## src/rtl/axi_lite_pkg.sv

```systemverilog
// Shared AXI4-Lite definitions.
// Provides the response codes and response type used by axi_lite_if and by
// every AXI-Lite slave that sits behind the crossbar.
package axi_lite_pkg;

  typedef logic [1:0] axi_resp_t;

  localparam axi_resp_t RESP_OKAY   = 2'b00;
  localparam axi_resp_t RESP_SLVERR = 2'b10;

endpackage

```

## src/rtl/axi_lite_if.sv

```systemverilog
// AXI4-Lite bus bundle (AW/W/B/AR/R channels).
// Parameters: ADDR_WIDTH byte-address width, DATA_WIDTH data width (multiple of 8).
// Modports:
//   master - drives AW/W/AR valid+payload, B/R ready
//   slave  - drives AW/W/AR ready, B/R valid+payload
interface axi_lite_if #(
  parameter int ADDR_WIDTH = 32,
  parameter int DATA_WIDTH = 32
) ();
  import axi_lite_pkg::*;

  logic                    awvalid;
  logic                    awready;
  logic [ADDR_WIDTH-1:0]   awaddr;
  logic [2:0]              awprot;

  logic                    wvalid;
  logic                    wready;
  logic [DATA_WIDTH-1:0]   wdata;
  logic [DATA_WIDTH/8-1:0] wstrb;

  logic                    bvalid;
  logic                    bready;
  axi_resp_t               bresp;

  logic                    arvalid;
  logic                    arready;
  logic [ADDR_WIDTH-1:0]   araddr;
  logic [2:0]              arprot;

  logic                    rvalid;
  logic                    rready;
  logic [DATA_WIDTH-1:0]   rdata;
  axi_resp_t               rresp;

  modport master (
    output awvalid, awaddr, awprot,
    input  awready,
    output wvalid, wdata, wstrb,
    input  wready,
    input  bvalid, bresp,
    output bready,
    output arvalid, araddr, arprot,
    input  arready,
    input  rvalid, rdata, rresp,
    output rready
  );

  modport slave (
    input  awvalid, awaddr, awprot,
    output awready,
    input  wvalid, wdata, wstrb,
    output wready,
    output bvalid, bresp,
    input  bready,
    input  arvalid, araddr, arprot,
    output arready,
    output rvalid, rdata, rresp,
    input  rready
  );

endinterface

```

## src/rtl/axi_lite_regfile.sv

```systemverilog
// AXI4-Lite slave register file: N_REGS word registers of DATA_WIDTH bits.
// Two independent channel controllers: a write path (AW/W/B) that accepts
// AW and W in any order and commits when both are present, and a read path
// (AR/R) with one outstanding read.
// Ports:
//   aclk    - single clock
//   aresetn - synchronous active-low reset
//   s_if    - axi_lite_if.slave bus port
//   regs_o  - register contents, register k at [k*DATA_WIDTH +: DATA_WIDTH]
module axi_lite_regfile
  import axi_lite_pkg::*;
#(
  parameter int ADDR_WIDTH = 32,
  parameter int DATA_WIDTH = 32,
  parameter int N_REGS     = 8
) (
  input  logic                         aclk,
  input  logic                         aresetn,
  axi_lite_if.slave                    s_if,
  output logic [N_REGS*DATA_WIDTH-1:0] regs_o
);

  localparam int STRB_W = DATA_WIDTH / 8;
  localparam int IDX_W  = ADDR_WIDTH - 2;
  localparam int SEL_W  = (N_REGS > 1) ? $clog2(N_REGS) : 1;
  localparam logic [IDX_W-1:0] N_REGS_IDX = IDX_W'(N_REGS);

  // register storage
  logic [DATA_WIDTH-1:0] regs_q [N_REGS];
  logic [DATA_WIDTH-1:0] regs_d [N_REGS];

  // write path state
  logic                  aw_held_q, aw_held_d;
  logic                  w_held_q,  w_held_d;
  logic [IDX_W-1:0]      aw_idx_q,  aw_idx_d;
  logic [DATA_WIDTH-1:0] wdata_q,   wdata_d;
  logic [STRB_W-1:0]     wstrb_q,   wstrb_d;
  logic                  bvalid_q,  bvalid_d;
  axi_resp_t             bresp_q,   bresp_d;

  // read path state
  logic                  rvalid_q,  rvalid_d;
  logic [DATA_WIDTH-1:0] rdata_q,   rdata_d;
  axi_resp_t             rresp_q,   rresp_d;

  logic                  aw_hs, w_hs, ar_hs;
  logic [IDX_W-1:0]      wr_idx, rd_idx;
  logic [DATA_WIDTH-1:0] wr_data;
  logic [STRB_W-1:0]     wr_strb;
  logic                  wr_commit, wr_in_range, rd_in_range;
  logic [SEL_W-1:0]      wr_sel, rd_sel;

  // Byte-lane offset and protection bits carry no meaning for this block.
  logic unused_bits;
  assign unused_bits = ^{s_if.awaddr[1:0], s_if.araddr[1:0], s_if.awprot, s_if.arprot};

  // Readies are forced low while aresetn is asserted.
  assign s_if.awready = aresetn & ~aw_held_q & ~bvalid_q;
  assign s_if.wready  = aresetn & ~w_held_q  & ~bvalid_q;
  assign s_if.arready = aresetn & ~rvalid_q;

  assign s_if.bvalid = bvalid_q;
  assign s_if.bresp  = bresp_q;
  assign s_if.rvalid = rvalid_q;
  assign s_if.rdata  = rdata_q;
  assign s_if.rresp  = rresp_q;

  assign aw_hs = s_if.awvalid & s_if.awready;
  assign w_hs  = s_if.wvalid  & s_if.wready;
  assign ar_hs = s_if.arvalid & s_if.arready;

  // A handshake this cycle takes precedence over the (empty) holding slot,
  // so the commit can happen on the edge that completes the pair.
  assign wr_idx      = aw_hs ? s_if.awaddr[ADDR_WIDTH-1:2] : aw_idx_q;
  assign wr_data     = w_hs  ? s_if.wdata : wdata_q;
  assign wr_strb     = w_hs  ? s_if.wstrb : wstrb_q;
  assign wr_commit   = (aw_held_q | aw_hs) & (w_held_q | w_hs);
  assign wr_in_range = wr_idx < N_REGS_IDX;
  assign wr_sel      = wr_idx[SEL_W-1:0];

  assign rd_idx      = s_if.araddr[ADDR_WIDTH-1:2];
  assign rd_in_range = rd_idx < N_REGS_IDX;
  assign rd_sel      = rd_idx[SEL_W-1:0];

  always_comb begin
    aw_held_d = aw_held_q;
    w_held_d  = w_held_q;
    aw_idx_d  = aw_idx_q;
    wdata_d   = wdata_q;
    wstrb_d   = wstrb_q;
    bvalid_d  = bvalid_q;
    bresp_d   = bresp_q;
    for (int k = 0; k < N_REGS; k++) regs_d[k] = regs_q[k];

    if (aw_hs) begin
      aw_held_d = 1'b1;
      aw_idx_d  = s_if.awaddr[ADDR_WIDTH-1:2];
    end
    if (w_hs) begin
      w_held_d = 1'b1;
      wdata_d  = s_if.wdata;
      wstrb_d  = s_if.wstrb;
    end
    if (bvalid_q && s_if.bready) bvalid_d = 1'b0;

    // Commit only occurs with bvalid low (readies are gated by bvalid),
    // so it never collides with the B handshake above.
    if (wr_commit) begin
      aw_held_d = 1'b0;
      w_held_d  = 1'b0;
      bvalid_d  = 1'b1;
      bresp_d   = wr_in_range ? RESP_OKAY : RESP_SLVERR;
      if (wr_in_range) begin
        for (int k = 0; k < N_REGS; k++) begin
          if (wr_sel == SEL_W'(k)) begin
            for (int b = 0; b < STRB_W; b++) begin
              if (wr_strb[b]) regs_d[k][b*8 +: 8] = wr_data[b*8 +: 8];
            end
          end
        end
      end
    end
  end

  // Reads sample regs_q, so a read on a commit edge returns the old value.
  always_comb begin
    rvalid_d = rvalid_q;
    rdata_d  = rdata_q;
    rresp_d  = rresp_q;
    if (rvalid_q && s_if.rready) rvalid_d = 1'b0;
    if (ar_hs) begin
      rvalid_d = 1'b1;
      if (rd_in_range) begin
        rdata_d = regs_q[rd_sel];
        rresp_d = RESP_OKAY;
      end else begin
        rdata_d = '0;
        rresp_d = RESP_SLVERR;
      end
    end
  end

  always_ff @(posedge aclk) begin
    if (!aresetn) begin
      aw_held_q <= 1'b0;
      w_held_q  <= 1'b0;
      aw_idx_q  <= '0;
      wdata_q   <= '0;
      wstrb_q   <= '0;
      bvalid_q  <= 1'b0;
      bresp_q   <= RESP_OKAY;
      rvalid_q  <= 1'b0;
      rdata_q   <= '0;
      rresp_q   <= RESP_OKAY;
      for (int k = 0; k < N_REGS; k++) regs_q[k] <= '0;
    end else begin
      aw_held_q <= aw_held_d;
      w_held_q  <= w_held_d;
      aw_idx_q  <= aw_idx_d;
      wdata_q   <= wdata_d;
      wstrb_q   <= wstrb_d;
      bvalid_q  <= bvalid_d;
      bresp_q   <= bresp_d;
      rvalid_q  <= rvalid_d;
      rdata_q   <= rdata_d;
      rresp_q   <= rresp_d;
      for (int k = 0; k < N_REGS; k++) regs_q[k] <= regs_d[k];
    end
  end

  always_comb begin
    regs_o = '0;
    for (int k = 0; k < N_REGS; k++) regs_o[k*DATA_WIDTH +: DATA_WIDTH] = regs_q[k];
  end

endmodule

```

## src/flat_wrapper.sv

```systemverilog
// flat-port wrapper written by rule: the top's interface ports become plain ports
module axi_lite_regfile_flat import axi_lite_pkg::*;
#(
  parameter int ADDR_WIDTH = 32,
  parameter int DATA_WIDTH = 32,
  parameter int N_REGS     = 8
)
  (aclk, aresetn, regs_o, s_if_awvalid, s_if_awaddr, s_if_awprot, s_if_awready, s_if_wvalid, s_if_wdata, s_if_wstrb, s_if_wready, s_if_bvalid, s_if_bresp, s_if_bready, s_if_arvalid, s_if_araddr, s_if_arprot, s_if_arready, s_if_rvalid, s_if_rdata, s_if_rresp, s_if_rready);
  axi_lite_if #(.ADDR_WIDTH(ADDR_WIDTH), .DATA_WIDTH(DATA_WIDTH)) s_if_i ();
  input  logic aclk;
  input  logic aresetn;
  output logic [N_REGS*DATA_WIDTH-1:0] regs_o;
  input wire logic [$bits(s_if_i.awvalid)-1:0] s_if_awvalid;
  input wire logic [$bits(s_if_i.awaddr)-1:0] s_if_awaddr;
  input wire logic [$bits(s_if_i.awprot)-1:0] s_if_awprot;
  output wire logic [$bits(s_if_i.awready)-1:0] s_if_awready;
  input wire logic [$bits(s_if_i.wvalid)-1:0] s_if_wvalid;
  input wire logic [$bits(s_if_i.wdata)-1:0] s_if_wdata;
  input wire logic [$bits(s_if_i.wstrb)-1:0] s_if_wstrb;
  output wire logic [$bits(s_if_i.wready)-1:0] s_if_wready;
  output wire logic [$bits(s_if_i.bvalid)-1:0] s_if_bvalid;
  output wire logic [$bits(s_if_i.bresp)-1:0] s_if_bresp;
  input wire logic [$bits(s_if_i.bready)-1:0] s_if_bready;
  input wire logic [$bits(s_if_i.arvalid)-1:0] s_if_arvalid;
  input wire logic [$bits(s_if_i.araddr)-1:0] s_if_araddr;
  input wire logic [$bits(s_if_i.arprot)-1:0] s_if_arprot;
  output wire logic [$bits(s_if_i.arready)-1:0] s_if_arready;
  output wire logic [$bits(s_if_i.rvalid)-1:0] s_if_rvalid;
  output wire logic [$bits(s_if_i.rdata)-1:0] s_if_rdata;
  output wire logic [$bits(s_if_i.rresp)-1:0] s_if_rresp;
  input wire logic [$bits(s_if_i.rready)-1:0] s_if_rready;
  assign s_if_i.awvalid = s_if_awvalid;
  assign s_if_i.awaddr = s_if_awaddr;
  assign s_if_i.awprot = s_if_awprot;
  assign s_if_awready = s_if_i.awready;
  assign s_if_i.wvalid = s_if_wvalid;
  assign s_if_i.wdata = s_if_wdata;
  assign s_if_i.wstrb = s_if_wstrb;
  assign s_if_wready = s_if_i.wready;
  assign s_if_bvalid = s_if_i.bvalid;
  assign s_if_bresp = s_if_i.bresp;
  assign s_if_i.bready = s_if_bready;
  assign s_if_i.arvalid = s_if_arvalid;
  assign s_if_i.araddr = s_if_araddr;
  assign s_if_i.arprot = s_if_arprot;
  assign s_if_arready = s_if_i.arready;
  assign s_if_rvalid = s_if_i.rvalid;
  assign s_if_rdata = s_if_i.rdata;
  assign s_if_rresp = s_if_i.rresp;
  assign s_if_i.rready = s_if_rready;
  axi_lite_regfile #(.ADDR_WIDTH(ADDR_WIDTH), .DATA_WIDTH(DATA_WIDTH), .N_REGS(N_REGS)) u_core (.aclk(aclk), .aresetn(aresetn), .s_if(s_if_i), .regs_o(regs_o));
endmodule
```

## config.mk

```make
export PLATFORM = sky130hd
export DESIGN_NAME = axi_lite_regfile_flat
export DESIGN_NICKNAME = d
export VERILOG_FILES = /design/src/rtl/axi_lite_pkg.sv /design/src/rtl/axi_lite_if.sv /design/src/rtl/axi_lite_regfile.sv /design/src/flat_wrapper.sv
export SDC_FILE = /design/constraint.sdc
export NUM_CORES = 1
export LEC_CHECK = 0
export BUFFER_PORTS_ARGS = -buffer_cell sky130_fd_sc_hd__buf_2
export CORE_MARGIN = 10
export CORE_UTILIZATION = 48
export CTS_CLUSTER_DIAMETER = 150
export CTS_CLUSTER_SIZE = 28
export DETAILED_ROUTE_END_ITERATION = 7
export PLACE_DENSITY = 0.76
export SETUP_SLACK_MARGIN = 0.02
export SLEW_MARGIN = 20
export SYNTH_ARGS = -nofsm -noshare
export SYNTH_HDL_FRONTEND = slang
export SYNTH_SLANG_ARGS = --single-unit
```

## constraint.sdc

```tcl
create_clock -name aclk -period 1.9 [get_ports aclk]
set_clock_uncertainty 0.05 [all_clocks]
set_input_delay 0 -clock aclk [delete_from_list [all_inputs] [get_ports aclk]]
set_output_delay 0 -clock aclk [all_outputs]
set_load 0.02 [all_outputs]
```

==> impl_results.md <==
- Total GRT Usage: 0.250
- Reg-to-Reg Start: u_core.s_if.bvalid
- Die width: roughly 200 microns
- Die height: about 200 microns
- # Max-Cap Violations: 0
- Total Wirelength: roughly 56000 microns
- Failing checks: setup timing
- Tcrit/Tclk final: 1.09
- Slew Viols, Final: 0
- Met2 wire len: approximately 27000 microns
- Crit. End Element: register
- Die ar.: between 40000 and 50000 sq um
- Worst-margin pin slew: about 650 ps
- Fin nets: ~2200
- Global route overflow: 0
- Via count: about 14000
- Main synth FF type: dfxtp_1
- H-tree depth: 1
- Cell Area, Synth: between 15000 and 20000 sq um
- Nature of the critical path startpoint: register
- Data arrival time of the worst path: 2470 ps
- Root buf cell: clkbuf_16
- Non-Filler Instances: between 2000 and 3000
- Clock buffer count from CTS: 16
- Highest Clock Rate: roughly 480 MHz
- Worst IR Drop VDD: roughly 0.00065 V
- Vias per inst: between 5 and 6
- DR pass1 iterations: 5
- DRC errors left: 0
- Synth unique cells: 40
- YS warnings: 0
- Post-Synthesis Cells: ~1500
- WP data required: ~2300 ps
- Hold Path Class: primary input to register
- Hold path endpoint: u_core.aw_held_q
- Crit path time final: between 2000 and 2500 ps
- Io pins: 410
- Sequential fraction of the synthesis area: 0.445
- Worst path cell trace: nand2b_4, nor3b_4, buf_6, buf_12, mux2_4, o2111ai_4, buf_12, mux2i_1
- WHS Path Cells: 5
- Worst setup margin: -166 ps
- Core area: 33400 sq um
- Worst-path clk slew: between 100 and 150 ps
- Pwr dens: between 600 and 700 nW/um^2
- Post-route ant nets: 0
- Number of flops mapped to enable cells by yosys: 0
- Largest net degree at the start of global routing: between 90 and 100
- FF+latch count, synth: 360
- Most frequent cell on the critical path: buf_12
- R2r setup slk: -170 ps
- Area growth syn-to-layout: 38.1%
- Clock latency on the worst-skew pair: 530 ps
- Drt first-iter violations: approximately 750
- GP Congestion: between 0.8 and 0.9
- Worst Hold Launch: aresetn
- CP max FO: 8
- WL/cell: 22.2 microns
- WL met1: about 22000 microns
- Worst Setup Path Type: register to register
- Buffers on Ports: 397
- Max-slew headroom: 0.565
- RSZ-0062 raised after global routing: yes
- Status: finished, violations left
- Inst Count DP: between 2000 and 2500
- Worst r2r path cells: 8
- Row count: 67
- Share of layout cells above drive strength 1: 0.398
- Total negative setup slack: -19860 ps
- Final hold violations: 0
- Asr flop ratio synth: 0
- Slowest-stage cell, CP: mux2_4
- Reg2reg end: u_core.regs_q[3][19]
- Initial antenna violation count: 2
- Setup-failing EPs final: 266
- CTS Buffer Depth: 3
- Fillers: 2554
- Starting Density: 0.485
- Global-route wire length before repair: just over 80000 microns
- Clock sink count: 360
- Mapped Avg Cell Area: roughly 11 sq um
- WL met3: around 4500 microns
- CTS tree: yes
- Hpwl dp: just under 40000 microns
- Slowest stage delay, CP: approximately 380 ps
- Total leakage power: 11.4 nW
- Vias in the first global route: approximately 14000
- Max Used Layer: met5
-- how the worst max path moves through the flow --
stage                                 to  depth (start not counted)  slack [ps]           startpoint
CTS                 u_core.regs_q[4][19]                          7        -190   u_core.aw_idx_q[3]
floorplan            u_core.regs_q[0][0]                          6        -150  u_core.aw_idx_q[16]
global route        u_core.regs_q[4][22]                          8        -260   u_core.s_if.bvalid
detailed placement   u_core.regs_q[0][5]                          8        -350  u_core.aw_idx_q[28]
finish              u_core.regs_q[3][19]                          8        -170   u_core.s_if.bvalid
global placement     u_core.regs_q[0][3]                          8        -300  u_core.aw_idx_q[28]
-- per-layer routing --
metal,global-route usage,vias up
met5,0,-
met4,0.0890,2
met3,0.0655,131
met2,0.431,586
met1,0.293,6767
li1,-,6314
-- cell usage after synthesis (2+ instances only) --
master,instances,area share
o2111ai_4,32,0.052
nand3_1,3,0.00093
nor3_1,2,0.00062
nor2b_1,3,0.0012
nand2_1,388,0.090
nor2_1,7,0.0016
buf_8,3,0.0028
nor3_4,2,0.0020
nand4b_1,3,0.0016
and2_1,36,0.014
dfxtp_1,360,0.45
dlygate4sd1_1,8,0.0043
nand2b_1,2,0.00077
mux2_2,36,0.025
o21ai_0,32,0.0099
buf_4,19,0.0088
inv_1,35,0.0081
o21a_1,2,0.00093
o41ai_4,4,0.0068
or4_1,3,0.0014
buf_2,15,0.0046
buf_6,7,0.0049
nand4_1,7,0.0027
nor3b_1,2,0.00093
o31ai_4,2,0.0026
buf_1,6,0.0014
clkbuf_1,28,0.0065
mux4_2,64,0.089
dlygate4sd3_1,7,0.0043
nor4_1,18,0.0070
mux2i_1,288,0.18
a21boi_0,31,0.014
-- metrics by stage --
step / util / hold WS (ps) / instance area [sq um] / setup WS, ps / total power [mW]
floorplan: - / 77.8 / 16200 / -146 / 8.70
global placement: 0.599 / 214 / 20000 / -301 / 9.25
detailed placement: 0.599 / 221 / 20000 / -346 / 9.28
CTS: 0.648 / 103 / 21600 / -189 / 13.5
global route: 0.670 / 158 / 22300 / -262 / 14.1
finish: 0.670 / 125 / 22300 / -166 / 13.7
-- final cells by class --
class / instances / area (sq um) / area share
multi-input cells: 992 / 8890 / 0.398
flip-flops and latches: 360 / 7220 / 0.323
repair buffers: 646 / 5090 / 0.228
well taps: 448 / 561 / 0.0251
clock buffers: 17 / 404 / 0.0181
inverters: 35 / 131 / 0.00588
clock inverters: 2 / 46.3 / 0.00207
diodes: 1 / 2.50 / 0.000112
-- where the power goes --
group,internal [mW],switching (mW),total (mW)
Combinational,0.899,1.02,1.92
Clock,1.69,2.39,4.08
Sequential,7.63,0.0484,7.68
Total,10.2,3.45,13.7
-- registers in the layout, summed over array words and instances, names as in the netlist --
| signal | flops |
|---|---|
| u_core.aw_held_q | 1 |
| u_core.aw_idx_q | 30 |
| u_core.regs_q | 256 |
| u_core.s_if.bresp | 1 |
| u_core.s_if.bvalid | 1 |
| u_core.s_if.rdata | 32 |
| u_core.s_if.rresp | 1 |
| u_core.s_if.rvalid | 1 |
| u_core.w_held_q | 1 |
| u_core.wdata_q | 32 |
| u_core.wstrb_q | 4 |
-- layout by cell type, fill, tap and decap left out, types with 32 or more instances in the layout --
cell and n:
and2_1 36, buf_12 69, buf_2 394, buf_4 80
dfxtp_1 354, dlygate4sd3_1 71, mux2i_1 284, mux4_2 64
nand2_1 355, nand2_4 32, o2111ai_4 32
-- critical path, delay by kind of cell (launching register included) --
| kind | cells | cell delay [ps] |
|---|---|---|
| buffers and inverters | 3 | 480 |
| AND/OR/NAND/NOR | 2 | 410 |
| flip-flops | 1 | 370 |
| AO/OA/AOI/OAI | 1 | 130 |
| multiplexers | 2 | 570 |
-- logic make-up after synthesis --
kind of cell | after synthesis | share of synthesized area
buffers and inverters | 129 | 0.0462
AOI/OAI and AO/OA | 106 | 0.0879
DFF | 360 | 0.445
muxes | 388 | 0.292
and+or+nand+nor | 479 | 0.128
other | 1 | 0.000232
-- timing repair --
action,4_1_cts,5_1_grt
gates cloned,5,16
hold buffers,73,0
pin swaps,27,30
endpoints found under the setup margin,286,318
buffers inserted,11,18
endpoints found under the hold margin,302,0
gates resized for setup,72,111
Note: power is estimated with default switching activity, not from simulation.
